--- src/rtl/usb_rx_burst_sched_if.sv ---
// rtl/usb_rx_burst_sched_if.sv - buffer descriptor and TCQ request/confirm bundle
interface usb_rx_burst_sched_if #(
    parameter int LOCAL_ADDR_WIDTH = 17,
    parameter int DATA_BITS        = 3,
    parameter int REQUEST_LEN_BITS = 6,
    parameter int MEM_TAG          = 1,
    parameter int BUF_BITS         = 12
);
    localparam int AW = LOCAL_ADDR_WIDTH - DATA_BITS;

    logic                        s_buf_valid;
    logic                        s_buf_ready;
    logic [AW-1:0]               s_buf_addr;
    logic [BUF_BITS-1:0]         s_buf_beats;
    logic                        s_buf_trailer;

    logic                        m_tcq_valid;
    logic                        m_tcq_ready;
    logic [AW-1:0]               m_tcq_laddr;
    logic [REQUEST_LEN_BITS-1:0] m_tcq_length;
    logic [MEM_TAG-1:0]          m_tcq_tag;
    logic                        m_tcq_trailer;
    logic                        m_tcq_cvalid;
    logic                        m_tcq_cready;
    logic [MEM_TAG-1:0]          m_tcq_ctag;

    modport master (
        input  s_buf_valid, s_buf_addr, s_buf_beats, s_buf_trailer,
        output s_buf_ready,
        output m_tcq_valid, m_tcq_laddr, m_tcq_length, m_tcq_tag, m_tcq_trailer,
        input  m_tcq_ready,
        input  m_tcq_cvalid, m_tcq_ctag,
        output m_tcq_cready
    );

    modport slave (
        output s_buf_valid, s_buf_addr, s_buf_beats, s_buf_trailer,
        input  s_buf_ready,
        input  m_tcq_valid, m_tcq_laddr, m_tcq_length, m_tcq_tag, m_tcq_trailer,
        output m_tcq_ready,
        output m_tcq_cvalid, m_tcq_ctag,
        input  m_tcq_cready
    );
endinterface

--- src/rtl/usb_rx_burst_sched.sv ---
// rtl/usb_rx_burst_sched.sv - splits RX buffers into aligned tagged RAM bursts
// and retires in-order confirmations, releasing each buffer when fully moved.
module usb_rx_burst_sched #(
    parameter int LOCAL_ADDR_WIDTH = 17,
    parameter int DATA_BITS        = 3,
    parameter int REQUEST_LEN_BITS = 6,
    parameter int MEM_TAG          = 1,
    parameter int BUF_BITS         = 12
) (
    input  logic                 clk,
    input  logic                 rst,
    input  logic                 cfg_enable,
    usb_rx_burst_sched_if.master bus,
    output logic                 buf_release,
    output logic                 busy,
    output logic [15:0]          stat_bursts,
    output logic                 err_tag
);
    localparam int AW  = LOCAL_ADDR_WIDTH - DATA_BITS;
    localparam int RLB = REQUEST_LEN_BITS;
    localparam int NT  = 1 << MEM_TAG;
    localparam int RW  = BUF_BITS + 1;
    localparam int NW  = RLB + 1;
    localparam logic [MEM_TAG:0] SLOTS    = {1'b1, {MEM_TAG{1'b0}}};
    localparam logic [NW-1:0]    BURST_MAX = {1'b1, {RLB{1'b0}}};

    typedef enum logic [1:0] {IDLE, ISSUE, WAIT} state_t;

    state_t             state_q, state_d;
    logic               ready_q, ready_d;
    logic [AW-1:0]      addr_q, addr_d;
    logic [RW-1:0]      rem_q, rem_d;
    logic               trl_q, trl_d;
    logic               valid_q, valid_d;
    logic [AW-1:0]      laddr_q, laddr_d;
    logic [RLB-1:0]     len_q, len_d;
    logic [NW-1:0]      n_q, n_d;
    logic               rtrl_q, rtrl_d;
    logic [MEM_TAG-1:0] itag_q, itag_d;
    logic [MEM_TAG-1:0] etag_q, etag_d;
    logic [MEM_TAG:0]   outst_q, outst_d;
    logic [NT-1:0]      last_q, last_d;
    logic               rel_q, rel_d;
    logic [15:0]        stat_q, stat_d;
    logic               err_q, err_d;

    logic               cready, conf_fire, req_fire, slot_free, burst_last;
    logic [NW-1:0]      room;
    logic [RW-1:0]      room_ext, n_sel, n_minus, n_ext;

    always_comb begin
        cready    = (outst_q != '0);
        conf_fire = bus.m_tcq_cvalid & cready;
        req_fire  = valid_q & bus.m_tcq_ready;
        // A slot retiring this cycle may be reused immediately.
        slot_free = (outst_q < SLOTS) | conf_fire;

        // Beats left before the next burst-size boundary.
        room     = BURST_MAX - {1'b0, addr_q[RLB-1:0]};
        room_ext = RW'(room);
        n_sel    = (rem_q < room_ext) ? rem_q : room_ext;
        n_minus  = n_sel - RW'(1);
        n_ext    = RW'(n_q);
        burst_last = (rem_q == n_ext);

        state_d = state_q;
        addr_d  = addr_q;
        rem_d   = rem_q;
        trl_d   = trl_q;
        valid_d = valid_q;
        laddr_d = laddr_q;
        len_d   = len_q;
        n_d     = n_q;
        rtrl_d  = rtrl_q;
        itag_d  = itag_q;
        etag_d  = etag_q;
        last_d  = last_q;
        rel_d   = 1'b0;
        stat_d  = stat_q;
        err_d   = err_q;

        case (state_q)
            IDLE: begin
                if (ready_q && bus.s_buf_valid) begin
                    addr_d  = bus.s_buf_addr;
                    rem_d   = {1'b0, bus.s_buf_beats} + RW'(1);
                    trl_d   = bus.s_buf_trailer;
                    state_d = ISSUE;
                end
            end
            ISSUE: begin
                if (slot_free) begin
                    valid_d = 1'b1;
                    laddr_d = addr_q;
                    len_d   = n_minus[RLB-1:0];
                    n_d     = n_sel[NW-1:0];
                    rtrl_d  = trl_q & (n_sel == rem_q);
                    state_d = WAIT;
                end
            end
            WAIT: begin
                if (req_fire) begin
                    valid_d        = 1'b0;
                    rtrl_d         = 1'b0;
                    addr_d         = addr_q + AW'(n_q);
                    rem_d          = rem_q - n_ext;
                    itag_d         = itag_q + 1'b1;
                    last_d[itag_q] = burst_last;
                    state_d        = burst_last ? IDLE : ISSUE;
                end
            end
            default: state_d = IDLE;
        endcase

        case ({req_fire, conf_fire})
            2'b10:   outst_d = outst_q + 1'b1;
            2'b01:   outst_d = outst_q - 1'b1;
            default: outst_d = outst_q;
        endcase

        if (conf_fire) begin
            etag_d = etag_q + 1'b1;
            stat_d = stat_q + 16'd1;
            rel_d  = last_q[etag_q];
            if (bus.m_tcq_ctag != etag_q) begin
                err_d = 1'b1;
            end
        end

        ready_d = (state_d == IDLE) & cfg_enable & (outst_d < SLOTS);
    end

    always_ff @(posedge clk) begin
        if (rst) begin
            state_q <= IDLE;
            ready_q <= 1'b0;
            addr_q  <= '0;
            rem_q   <= '0;
            trl_q   <= 1'b0;
            valid_q <= 1'b0;
            laddr_q <= '0;
            len_q   <= '0;
            n_q     <= '0;
            rtrl_q  <= 1'b0;
            itag_q  <= '0;
            etag_q  <= '0;
            outst_q <= '0;
            last_q  <= '0;
            rel_q   <= 1'b0;
            stat_q  <= '0;
            err_q   <= 1'b0;
        end else begin
            state_q <= state_d;
            ready_q <= ready_d;
            addr_q  <= addr_d;
            rem_q   <= rem_d;
            trl_q   <= trl_d;
            valid_q <= valid_d;
            laddr_q <= laddr_d;
            len_q   <= len_d;
            n_q     <= n_d;
            rtrl_q  <= rtrl_d;
            itag_q  <= itag_d;
            etag_q  <= etag_d;
            outst_q <= outst_d;
            last_q  <= last_d;
            rel_q   <= rel_d;
            stat_q  <= stat_d;
            err_q   <= err_d;
        end
    end

    assign bus.s_buf_ready   = ready_q;
    assign bus.m_tcq_valid   = valid_q;
    assign bus.m_tcq_laddr   = laddr_q;
    assign bus.m_tcq_length  = len_q;
    assign bus.m_tcq_tag     = itag_q;
    assign bus.m_tcq_trailer = rtrl_q;
    assign bus.m_tcq_cready  = cready;
    assign buf_release       = rel_q;
    assign busy              = (state_q != IDLE) | (outst_q != '0);
    assign stat_bursts       = stat_q;
    assign err_tag           = err_q;
endmodule
--- src/flat_wrapper.sv ---
// flat-port wrapper written by rule: the top's interface ports become plain ports
module usb_rx_burst_sched_flat 
#(
    parameter int LOCAL_ADDR_WIDTH = 17,
    parameter int DATA_BITS        = 3,
    parameter int REQUEST_LEN_BITS = 6,
    parameter int MEM_TAG          = 1,
    parameter int BUF_BITS         = 12
)
  (clk, rst, cfg_enable, buf_release, busy, stat_bursts, err_tag, bus_s_buf_valid, bus_s_buf_addr, bus_s_buf_beats, bus_s_buf_trailer, bus_s_buf_ready, bus_m_tcq_valid, bus_m_tcq_laddr, bus_m_tcq_length, bus_m_tcq_tag, bus_m_tcq_trailer, bus_m_tcq_ready, bus_m_tcq_cvalid, bus_m_tcq_ctag, bus_m_tcq_cready);
  usb_rx_burst_sched_if #(.LOCAL_ADDR_WIDTH(LOCAL_ADDR_WIDTH), .DATA_BITS(DATA_BITS), .REQUEST_LEN_BITS(REQUEST_LEN_BITS), .MEM_TAG(MEM_TAG), .BUF_BITS(BUF_BITS)) bus_i ();
  input  logic clk;
  input  logic rst;
  input  logic cfg_enable;
  output logic buf_release;
  output logic busy;
  output logic [15:0] stat_bursts;
  output logic err_tag;
  input wire logic [$bits(bus_i.s_buf_valid)-1:0] bus_s_buf_valid;
  input wire logic [$bits(bus_i.s_buf_addr)-1:0] bus_s_buf_addr;
  input wire logic [$bits(bus_i.s_buf_beats)-1:0] bus_s_buf_beats;
  input wire logic [$bits(bus_i.s_buf_trailer)-1:0] bus_s_buf_trailer;
  output wire logic [$bits(bus_i.s_buf_ready)-1:0] bus_s_buf_ready;
  output wire logic [$bits(bus_i.m_tcq_valid)-1:0] bus_m_tcq_valid;
  output wire logic [$bits(bus_i.m_tcq_laddr)-1:0] bus_m_tcq_laddr;
  output wire logic [$bits(bus_i.m_tcq_length)-1:0] bus_m_tcq_length;
  output wire logic [$bits(bus_i.m_tcq_tag)-1:0] bus_m_tcq_tag;
  output wire logic [$bits(bus_i.m_tcq_trailer)-1:0] bus_m_tcq_trailer;
  input wire logic [$bits(bus_i.m_tcq_ready)-1:0] bus_m_tcq_ready;
  input wire logic [$bits(bus_i.m_tcq_cvalid)-1:0] bus_m_tcq_cvalid;
  input wire logic [$bits(bus_i.m_tcq_ctag)-1:0] bus_m_tcq_ctag;
  output wire logic [$bits(bus_i.m_tcq_cready)-1:0] bus_m_tcq_cready;
  assign bus_i.s_buf_valid = bus_s_buf_valid;
  assign bus_i.s_buf_addr = bus_s_buf_addr;
  assign bus_i.s_buf_beats = bus_s_buf_beats;
  assign bus_i.s_buf_trailer = bus_s_buf_trailer;
  assign bus_s_buf_ready = bus_i.s_buf_ready;
  assign bus_m_tcq_valid = bus_i.m_tcq_valid;
  assign bus_m_tcq_laddr = bus_i.m_tcq_laddr;
  assign bus_m_tcq_length = bus_i.m_tcq_length;
  assign bus_m_tcq_tag = bus_i.m_tcq_tag;
  assign bus_m_tcq_trailer = bus_i.m_tcq_trailer;
  assign bus_i.m_tcq_ready = bus_m_tcq_ready;
  assign bus_i.m_tcq_cvalid = bus_m_tcq_cvalid;
  assign bus_i.m_tcq_ctag = bus_m_tcq_ctag;
  assign bus_m_tcq_cready = bus_i.m_tcq_cready;
  usb_rx_burst_sched #(.LOCAL_ADDR_WIDTH(LOCAL_ADDR_WIDTH), .DATA_BITS(DATA_BITS), .REQUEST_LEN_BITS(REQUEST_LEN_BITS), .MEM_TAG(MEM_TAG), .BUF_BITS(BUF_BITS)) u_core (.clk(clk), .rst(rst), .cfg_enable(cfg_enable), .bus(bus_i), .buf_release(buf_release), .busy(busy), .stat_bursts(stat_bursts), .err_tag(err_tag));
endmodule
--- config.mk ---
export PLATFORM = sky130hd
export DESIGN_NAME = usb_rx_burst_sched_flat
export DESIGN_NICKNAME = d
export VERILOG_FILES = /design/src/rtl/usb_rx_burst_sched_if.sv /design/src/rtl/usb_rx_burst_sched.sv /design/src/flat_wrapper.sv
export SDC_FILE = /design/constraint.sdc
export NUM_CORES = 1
export LEC_CHECK = 0
export CAP_MARGIN = 20
export CORE_MARGIN = 3
export CORE_UTILIZATION = 51
export DETAILED_ROUTE_END_ITERATION = 7
export GPL_ROUTABILITY_DRIVEN = 0
export PLACE_DENSITY = 0.82
export SLEW_MARGIN = 40
export SYNTH_ARGS = -nofsm -noshare
export SYNTH_HDL_FRONTEND = slang
export SYNTH_SLANG_ARGS = --single-unit
--- constraint.sdc ---
create_clock -name clk -period 5.26 [get_ports clk]
set_input_delay 0.789 -clock clk [delete_from_list [all_inputs] [get_ports clk]]
set_output_delay 0.789 -clock clk [all_outputs]
set_load 0.03 [all_outputs]
* Word level (Yosys, flattened, before mapping)
Cells that the tools add are included.
** Storage, ports and cells
- Flip-flop bits (word level) :: 84
- Logic and storage cells :: 89
- Input bits :: 34
- Output and inout bits :: 44
** Operators by class
- Magnitude comparators :: 6
- Eq/ne operators :: 10
- Bitwise gates (word level) :: 8
- Mux-type cells :: 23
- Reduce and logical (&&, ||, !) cells :: 15
- $add $sub $neg :: 10
** Operators by type and width (count)
- 2-to-1 mux 13 bit :: 3
- 2-to-1 mux 14 bit :: 2
- one-hot mux 14 bit (2 select lines) :: 1
- one-hot mux 13 bit (2 select lines) :: 1
- adder 16 x 1 -> 16 bit, second input constant :: 1
- adder 14 x 7 -> 14 bit :: 1
- adder 12 x 1 -> 13 bit, second input constant :: 1
- == test 13 bit :: 1
- == test 13 x 7 -> 1 bit :: 1
- < comparator 13 x 7 -> 1 bit :: 1
- subtractor 13 x 7 -> 13 bit :: 1
- AND reduction 2 bit :: 4
- nonzero test 2 bit :: 4
- 2-to-1 mux 1 bit :: 7
- subtractor 7 x 6 -> 7 bit, first input constant :: 1
- 2-to-1 mux 2 bit :: 3
- != test 2 x 1 -> 1 bit, second input constant :: 3
- one-hot mux 2 bit (3 select lines) :: 1
- AND reduction 3 bit :: 2
- subtractor 6 x 1 -> 6 bit, second input constant :: 1
- AND 1 bit :: 5
- == test 2 x 1 -> 1 bit, second input constant :: 2
- == test 2 bit, second input constant :: 2
- logical NOT 2 bit :: 2
- 15 further kinds :: 21

* Logic depth before layout (Yosys ltp)
Gate-level depths: netlist (run 1).
- Depth after elaboration :: 8
- Gate-level depth with buffers :: 18

* Least setup slack after synthesis (run 1)
OpenSTA, ideal clock, no wires.
- Kind :: register to register
- Start :: register u_core.addr_q[0]
- End :: register u_core.len_q[2], in the netlist u_core.bus.m_tcq_length[2]
- Slack :: 1.609 ns
- Period minus slack after synthesis :: 3.651 ns
- Data arrival time :: 3.589 ns
- Cell stages (with the launch flop) :: 15
- Cells stage by stage :: dfxtp_1 -> clkbuf_1 -> inv_1 -> ha_1 -> nor3b_1 -> xnor2_1 -> inv_1 -> ha_1 -> and4_1 -> a211oi_4 -> buf_6 -> a21oi_1 -> ha_1 -> or4_2 -> nand3_1
** Between the ends
- Longest elaborated chain between the ends :: 4
** Ends and longest elaborated chain
- start, declared :: RTL line usb_rx_burst_sched.sv:31 : logic [AW-1:0] addr_q, addr_d;
- start signal, assigned :: RTL line usb_rx_burst_sched.sv:155 : addr_q <= addr_d;
- subtractor 7 x 6 -> 7 bit * :: RTL line usb_rx_burst_sched.sv:59 : room = BURST_MAX - {1'b0, addr_q[RLB-1:0]};
- < comparator 13 x 7 -> 1 bit :: RTL line usb_rx_burst_sched.sv:61 : n_sel = (rem_q < room_ext) ? rem_q : room_ext;
- 2-to-1 mux 13 bit * :: RTL line usb_rx_burst_sched.sv:61
- subtractor 6 x 1 -> 6 bit * :: RTL line usb_rx_burst_sched.sv:62 : n_minus = n_sel - RW'(1);
- end signal, assigned :: RTL line usb_rx_burst_sched.sv:160 : len_q <= len_d;
- end, declared :: RTL line usb_rx_burst_sched.sv:36 : logic [RLB-1:0] len_q, len_d;
Every way passes the cells marked *; elsewhere a longest branch is shown, timed or not.
A chain may end at the register's enable or synchronous reset.

* Worst setup path in the final report (run 1)
Same ends and word-level chain as after synthesis.

==> results of run 1 <==
==> worst min-delay path by stage <==
stage	from	endpoint	slack, ns	depth (start not counted)
3_3_place_gp	u_core.bus.m_tcq_length[0]	u_core.bus.m_tcq_length[0]	0.44	2
4_1_cts	u_core.bus.m_tcq_length[5]	u_core.bus.m_tcq_length[5]	0.46	2
6_report	u_core.bus.m_tcq_length[5]	u_core.bus.m_tcq_length[5]	0.46	2
3_5_place_dp	u_core.bus.m_tcq_length[5]	u_core.bus.m_tcq_length[5]	0.45	2
2_1_floorplan	u_core.addr_q[9]	u_core.bus.m_tcq_laddr[9]	0.44	2
5_1_grt	u_core.bus.m_tcq_laddr[12]	u_core.bus.m_tcq_laddr[12]	0.49	2
==> Yosys cell counts, types with 7 or more instances <==
cell      number  share of area
o21a_1        10          0.015
xnor2_1       18          0.031
inv_1         29          0.022
dfxtp_1       84           0.33
xor2_1        31          0.054
nand3_1       23          0.023
nand4_1       10          0.012
nand2_1       68          0.051
o21ai_0       23          0.023
and3_1         7         0.0087
nor2_1        69          0.051
a211oi_1      20          0.030
nor3_1        16          0.016
ha_1          29          0.072
mux2i_1        9          0.018
a21oi_1       59          0.059
clkbuf_1      24          0.018
==> kinds of logic (layout without fill, tap and decap cells) <==
logic type,after synthesis,after routing,share of synthesized area
xor gates and xnor gates,49,49,0.0851
and+or+nand+nor,240,240,0.230
adders and majority gates,31,31,0.0799
buffers and inverters,62,126,0.0509
DFF,84,84,0.334
AOI/OAI and AO/OA,157,157,0.200
muxes,10,10,0.0208
==> cells in the final DEF (no fill, tap or decap), types with 7 or more instances in the layout <==
cell	netlist	routed
inv_1	29	29
o21a_1	10	10
mux2i_1	9	9
dfxtp_1	84	84
o21ai_0	23	23
and3_1	7	7
nor2_1	69	69
nor3_1	16	16
nand4_1	10	10
clkdlybuf4s50_1	0	76
ha_1	29	29
xnor2_1	18	18
xor2_1	31	31
nand2_1	68	67
nand3_1	23	22
a211oi_1	20	20
a21oi_1	59	59
clkbuf_8	0	9
==> where the power goes <==
group | leakage (nW) | total [mW] | internal (mW) | switching [mW]
sequential | 0.682 | 0.787 | 0.697 | 0.0893
combinational | 1.48 | 0.999 | 0.416 | 0.583
clock | 0.127 | 0.583 | 0.324 | 0.259
==> cell type report <==
cell class	count	area [µm²]
clock buffers	9	124
clock inverters	7	128
fillers	796	3290
inverters	30	113
multi-input cells	487	3130
flip-flops and latches	84	1680
well taps	129	161
repair buffers	80	788
==> through the flow <==
stage                util  power (mW)  cells  worst slack, ns  hold WS (ns)
finish              0.650        2.37    826            0.959         0.457
detailed placement  0.622        1.77    810             1.05         0.448
floorplan               -        1.54    633             1.61         0.440
global placement    0.621        1.73    810             1.30         0.443
global route        0.650        2.52    826            0.679         0.487
CTS                 0.649        2.35    826             1.02         0.460
==> state kept, by name, indices dropped and copies added (netlist names) <==
register / cells
u_core.rem_q: 13
u_core.n_q: 7
u_core.buf_release: 1
u_core.state_q: 2
u_core.outst_q: 2
u_core.last_q: 2
u_core.bus.m_tcq_laddr: 14
u_core.bus.s_buf_ready: 1
u_core.addr_q: 14
u_core.trl_q: 1
u_core.bus.m_tcq_trailer: 1
u_core.stat_bursts: 16
u_core.bus.m_tcq_valid: 1
u_core.bus.m_tcq_tag: 1
u_core.etag_q: 1
u_core.bus.m_tcq_length: 6
u_core.err_tag: 1
==> critical path: stages, from the launching register on <==
cell and delay (ns):
dfxtp_1 0.40, inv_1 0.13, ha_1 0.29, nor3b_1 0.48, xnor2_1 0.26, inv_1 0.12, ha_1 0.32, and4_1 0.24
a211oi_4 0.67, mux2i_1 0.28, ha_1 0.31, or4_2 0.66, nand3_1 0.08
==> routing by layer <==
layer / vias to the layer above / share of wire / GRT usage
met5: - / 0 / 0
met4: 0 / 0.014 / 0.0778
met3: 26 / 0.063 / 0.0380
met2: 193 / 0.48 / 0.413
met1: 2320 / 0.44 / 0.317
li1: 2354 / - / -
==> flow_summary.yaml, run 1 <==
run_status:
  run_status: "complete, no violations"
sta:
  setup_viol: 0
  slew_viol_final: 0
  finalSetupTns_ns: 0
  min_period_ns: 4.30
  rsz0062_at_grt: "no"
  finalClockSkew_ns: 0.0129
  hold_viol: 0
  fmax_ghz: 0.233
  fin_crit_sh: 0.818
  slew_headroom: 0.463
  tightest_slew_ns: 0.804
floorplanning:
  boundaryPins: 78
  rows: 35
  die_h_um: 105
  core_um2: 9420
  initial_core_util: 0.535
  dieArea_um2: 11100
  die_x_um: 105
route:
  drt-total-wl_um: 13300
  ant_nets: 0
  viasPerCell: 5.92
  drt_first_pass_iters: 5
  drc: 0
  routedWlPerCell_um: 16.1
  dr_total_vias: 4893
  drtIter0Drc: 456
synth:
  async_flop_share: 0
  syn-cell-area_um2: 5040
  synth_edf_count: 0
  ys_seq_area_frac: 0.334
  synth_ff_type: "dfxtp_1"
  yosysWarnings: 0
  synth_nets: 698
  ys_ff_latch: 84
  avgSynthCellArea_um2: 7.96
  postSynthCellCount: 633
  synthDistinctLibCells: 61
clock_tree:
  cts-root-buf: "clkbuf_8"
  hold_buffers: 0
  clk_pin_slew_ns: 0.10
  cts_buffers: 9
  post-cts-setup-buffer-count: 0
  cts_tree: "done"
  cts.repair.resized: 0
  worst_skew_pair.late_latency_ns: 0.36
  clock-sinks: 84
  cts_htree_levels: 3
  ctsLongestPathBuffers: 2
finish:
  nets: 757
  drive_gt1_frac: 0.0603
  finalInstanceArea_um2: 6120
  antennaDiodeCount: 0
  area_growth_pct: 21.4
setup_path:
  ff2ff_setup_slack_ns: 0.96
  arrival_ns: 4.61
  cp-startpoint: "u_core.addr_q[0]"
  cp.required_ns: 5.57
  start_kind: "register"
  crit_type: "reg2reg"
  cp_max_fo: 18
  r2r-start: "u_core.addr_q[0]"
  r2r_cells: 12
  end_kind: "register"
  r2r_end: "u_core.bus.m_tcq_length[2]"
  critPathCapture: "u_core.bus.m_tcq_length[2]"
global_routing:
  gr-total-overflow: 0
  grt_max_degree: 51
  grt.total_usage: 0.244
  grt_pass1_vias: 4766
  grt_antenna_before_repair: 0
  grt_pass1_wl_um: 22700
placed_design:
  placed_area_um2: 5860
  hpwl_um: 9660
  port_buffers: 77
min_path:
  hold_class: "reg2reg"
run:
  cap_violations: 0
power_and_ir_drop:
  powerDensity_nw_per_um2: 387
  p_leak_nw: 2.29
  peakVddDrop_uv: 189
Power figures use the tool's default switching activity.
==> run 2, diff against run 1 <==
Clock period 5.26 ns to 4.1 ns, I/O delays scaled along.
==> run 2 against run 1 <==
  * Final cell count is 0.73% higher
  * Count of clock-buffer cells in the layout stayed put
  * Largest power group unchanged
  * Critical path type unchanged
  * Wire length is 1.4% higher
==> flow_summary.yaml, run 2 (synthesis results as in run 1) <==
run:
  cap_violations: 0
floorplanning:
  die_x_um: 105
  dieArea_um2: 11100
  initial_core_util: 0.535
  die_h_um: 105
  rows: 35
  core_um2: 9420
  boundaryPins: 78
route:
  routedWlPerCell_um: 16.2
  viasPerCell: 5.87
  drc: 0
  m1WireLength_um: 6160
  wl_met2_um: 6220
  dr_total_vias: 4885
  ant_nets: 0
  route.met3.wl_um: 834
  drt_first_pass_iters: 5
  drt-total-wl_um: 13500
  top_layer_used: "met4"
  drtIter0Drc: 379
finish:
  area_growth_pct: 21.0
  seqCellArea_um2: 1680
  antennaDiodeCount: 0
  fillCellCount: 813
  nets: 763
  multi_input_area_um2: 3120
  drive_gt1_frac: 0.0669
  largest_reg_flops: 16
  mostFrequentLayoutCells: "83 x dfxtp_1, 76 x clkdlybuf4s50_1, 69 x nor2_1"
  finalInstanceArea_um2: 6100
  final_common_cell: "dfxtp_1"
power_and_ir_drop:
  power_frac_seq: 0.345
  p_leak_nw: 2.28
  combinationalPowerShare: 0.454
  powerDensity_nw_per_um2: 480
  report.power.total_mw: 2.93
  clkPwrFrac: 0.201
  peakVddDrop_uv: 221
  p_int_mw: 1.69
  swShare: 0.421
  power.switching_mw: 1.23
setup_path:
  r2r-start: "u_core.addr_q[1]"
  critPathSlowestCell: "a211oi_4"
  cp.buffers_inverters: 2
  start_kind: "register"
  end_kind: "register"
  crit_type: "reg2reg"
  cp_top_family: "adder cells"
  ff2ff_setup_slack_ns: 0.40
  cp.required_ns: 4.33
  cpMostUsedCell: "ha_1"
  arrival_ns: 3.93
  r2r_cells: 14
  r2r_end: "u_core.bus.m_tcq_length[4]"
  slowest_delay_ns: 0.39
  cp_max_fo: 6
  path_cells: "inv_1, ha_1, nor3b_2, xnor2_1, inv_1, ha_1, and4_1, a211oi_4, mux2i_2, ha_1, nand3_1, xnor2_1, o211ai_1, a21oi_1"
clock_tree:
  ctsLongestPathBuffers: 2
  clock-sinks: 84
  worst_skew_pair.late_latency_ns: 0.37
  cts_tree: "done"
  cts_buffers: 9
  clk_pin_slew_ns: 0.09
  cts_htree_levels: 3
  cts-root-buf: "clkbuf_8"
  hold_buffers: 0
  post-cts-setup-buffer-count: 0
sta:
  slew_headroom: 0.507
  finalClockSkew_ns: 0.0119
  layout_setup_ws_ns: 0.405
  slew_viol_final: 0
  min_period_ns: 3.70
  setup_viol: 0
  rsz0062_at_grt: "no"
  finalSetupTns_ns: 0
  tightest_slew_ns: 0.730
  whs_ns: 0.460
  fin_crit_sh: 0.901
  fmax_ghz: 0.271
  hold_viol: 0
global_routing:
  grt_pass1_wl_um: 22500
  gr-total-overflow: 0
  grt_pass1_vias: 4798
  grt_antenna_before_repair: 0
  grt_max_degree: 52
  grt.total_usage: 0.244
min_path:
  hold_depth: 2
  worst_hold_startpoint: "u_core.bus.m_tcq_laddr[12]"
  holdPathEnd: "u_core.bus.m_tcq_laddr[12]"
  hold_class: "reg2reg"
run_status:
  run_status: "complete, no violations"
placed_design:
  dpl_worst_slack_ns: 0.287
  hpwl_um: 9920
  placed_area_um2: 5900
  port_buffers: 77
## run 2: cell types whose count changed in the layout (fill, tap and decap cells not counted), sizes merged
| cell | before | now |
|---|---|---|
| buf | 4 | 10 |
| clkinvlp | 0 | 2 |
| clkinv | 1 | 2 |
| bufinv | 3 | 0 |
## run 2: what timing repair did
action / in CTS / in global routing
resized for setup: 0 / 3
hold endpoints to repair: 0 / 0
setup endpoints to repair: 0 / 2
## run 2: per-stage QoR
stage          utilization  std cells
4_1_cts              0.647        832
3_3_place_gp         0.626        816
6_report             0.648        832
3_5_place_dp         0.627        816
5_1_grt              0.648        832
2_1_floorplan            -        633
## run 2: routing by layer
| layer | track usage | up-vias |
|---|---|---|
| met2 | 0.403 | 197 |
| li1 | - | 2372 |
| met4 | 0.0984 | 0 |
| met3 | 0.0416 | 34 |
| met1 | 0.316 | 2282 |
| met5 | 0.00476 | - |
## run 2: power groups by stage
| stage | clock, mW | combinational [mW] | sequential, mW |
|---|---|---|---|
| global route | 0.634 | 1.46 | 1.02 |
| detailed placement | 0 | 1.28 | 1.02 |
| finish | 0.589 | 1.33 | 1.01 |
| CTS | 0.595 | 1.30 | 1.00 |
| floorplan | 0 | 0.966 | 1.01 |
| global placement | 0 | 1.24 | 1.02 |
## run 2: worst max path at each step
stage,cells past startpoint,endpoint,startpoint
5_1_grt,14,u_core.bus.m_tcq_length[4],u_core.addr_q[0]
3_5_place_dp,12,u_core.bus.m_tcq_length[2],u_core.addr_q[0]
4_1_cts,12,u_core.bus.m_tcq_length[2],u_core.addr_q[0]
6_report,14,u_core.bus.m_tcq_length[4],u_core.addr_q[1]
3_3_place_gp,12,u_core.bus.m_tcq_length[2],u_core.addr_q[0]
2_1_floorplan,14,u_core.bus.m_tcq_length[2],u_core.addr_q[0]
## run 2: tightest hold or removal path: stages, from the launching register on
cell and delay [ns]:
dfxtp_1 0.32, nand2_1 0.05, a21oi_1 0.05
## run 2: cell type report
cell class	count	share of cell area
inverter	30	0.0185
sequential	84	0.276
multi-input combinational	487	0.511
clock inverter	7	0.0109
clock buffer	9	0.0203
tap	129	0.0265
timing repair buffer	86	0.137
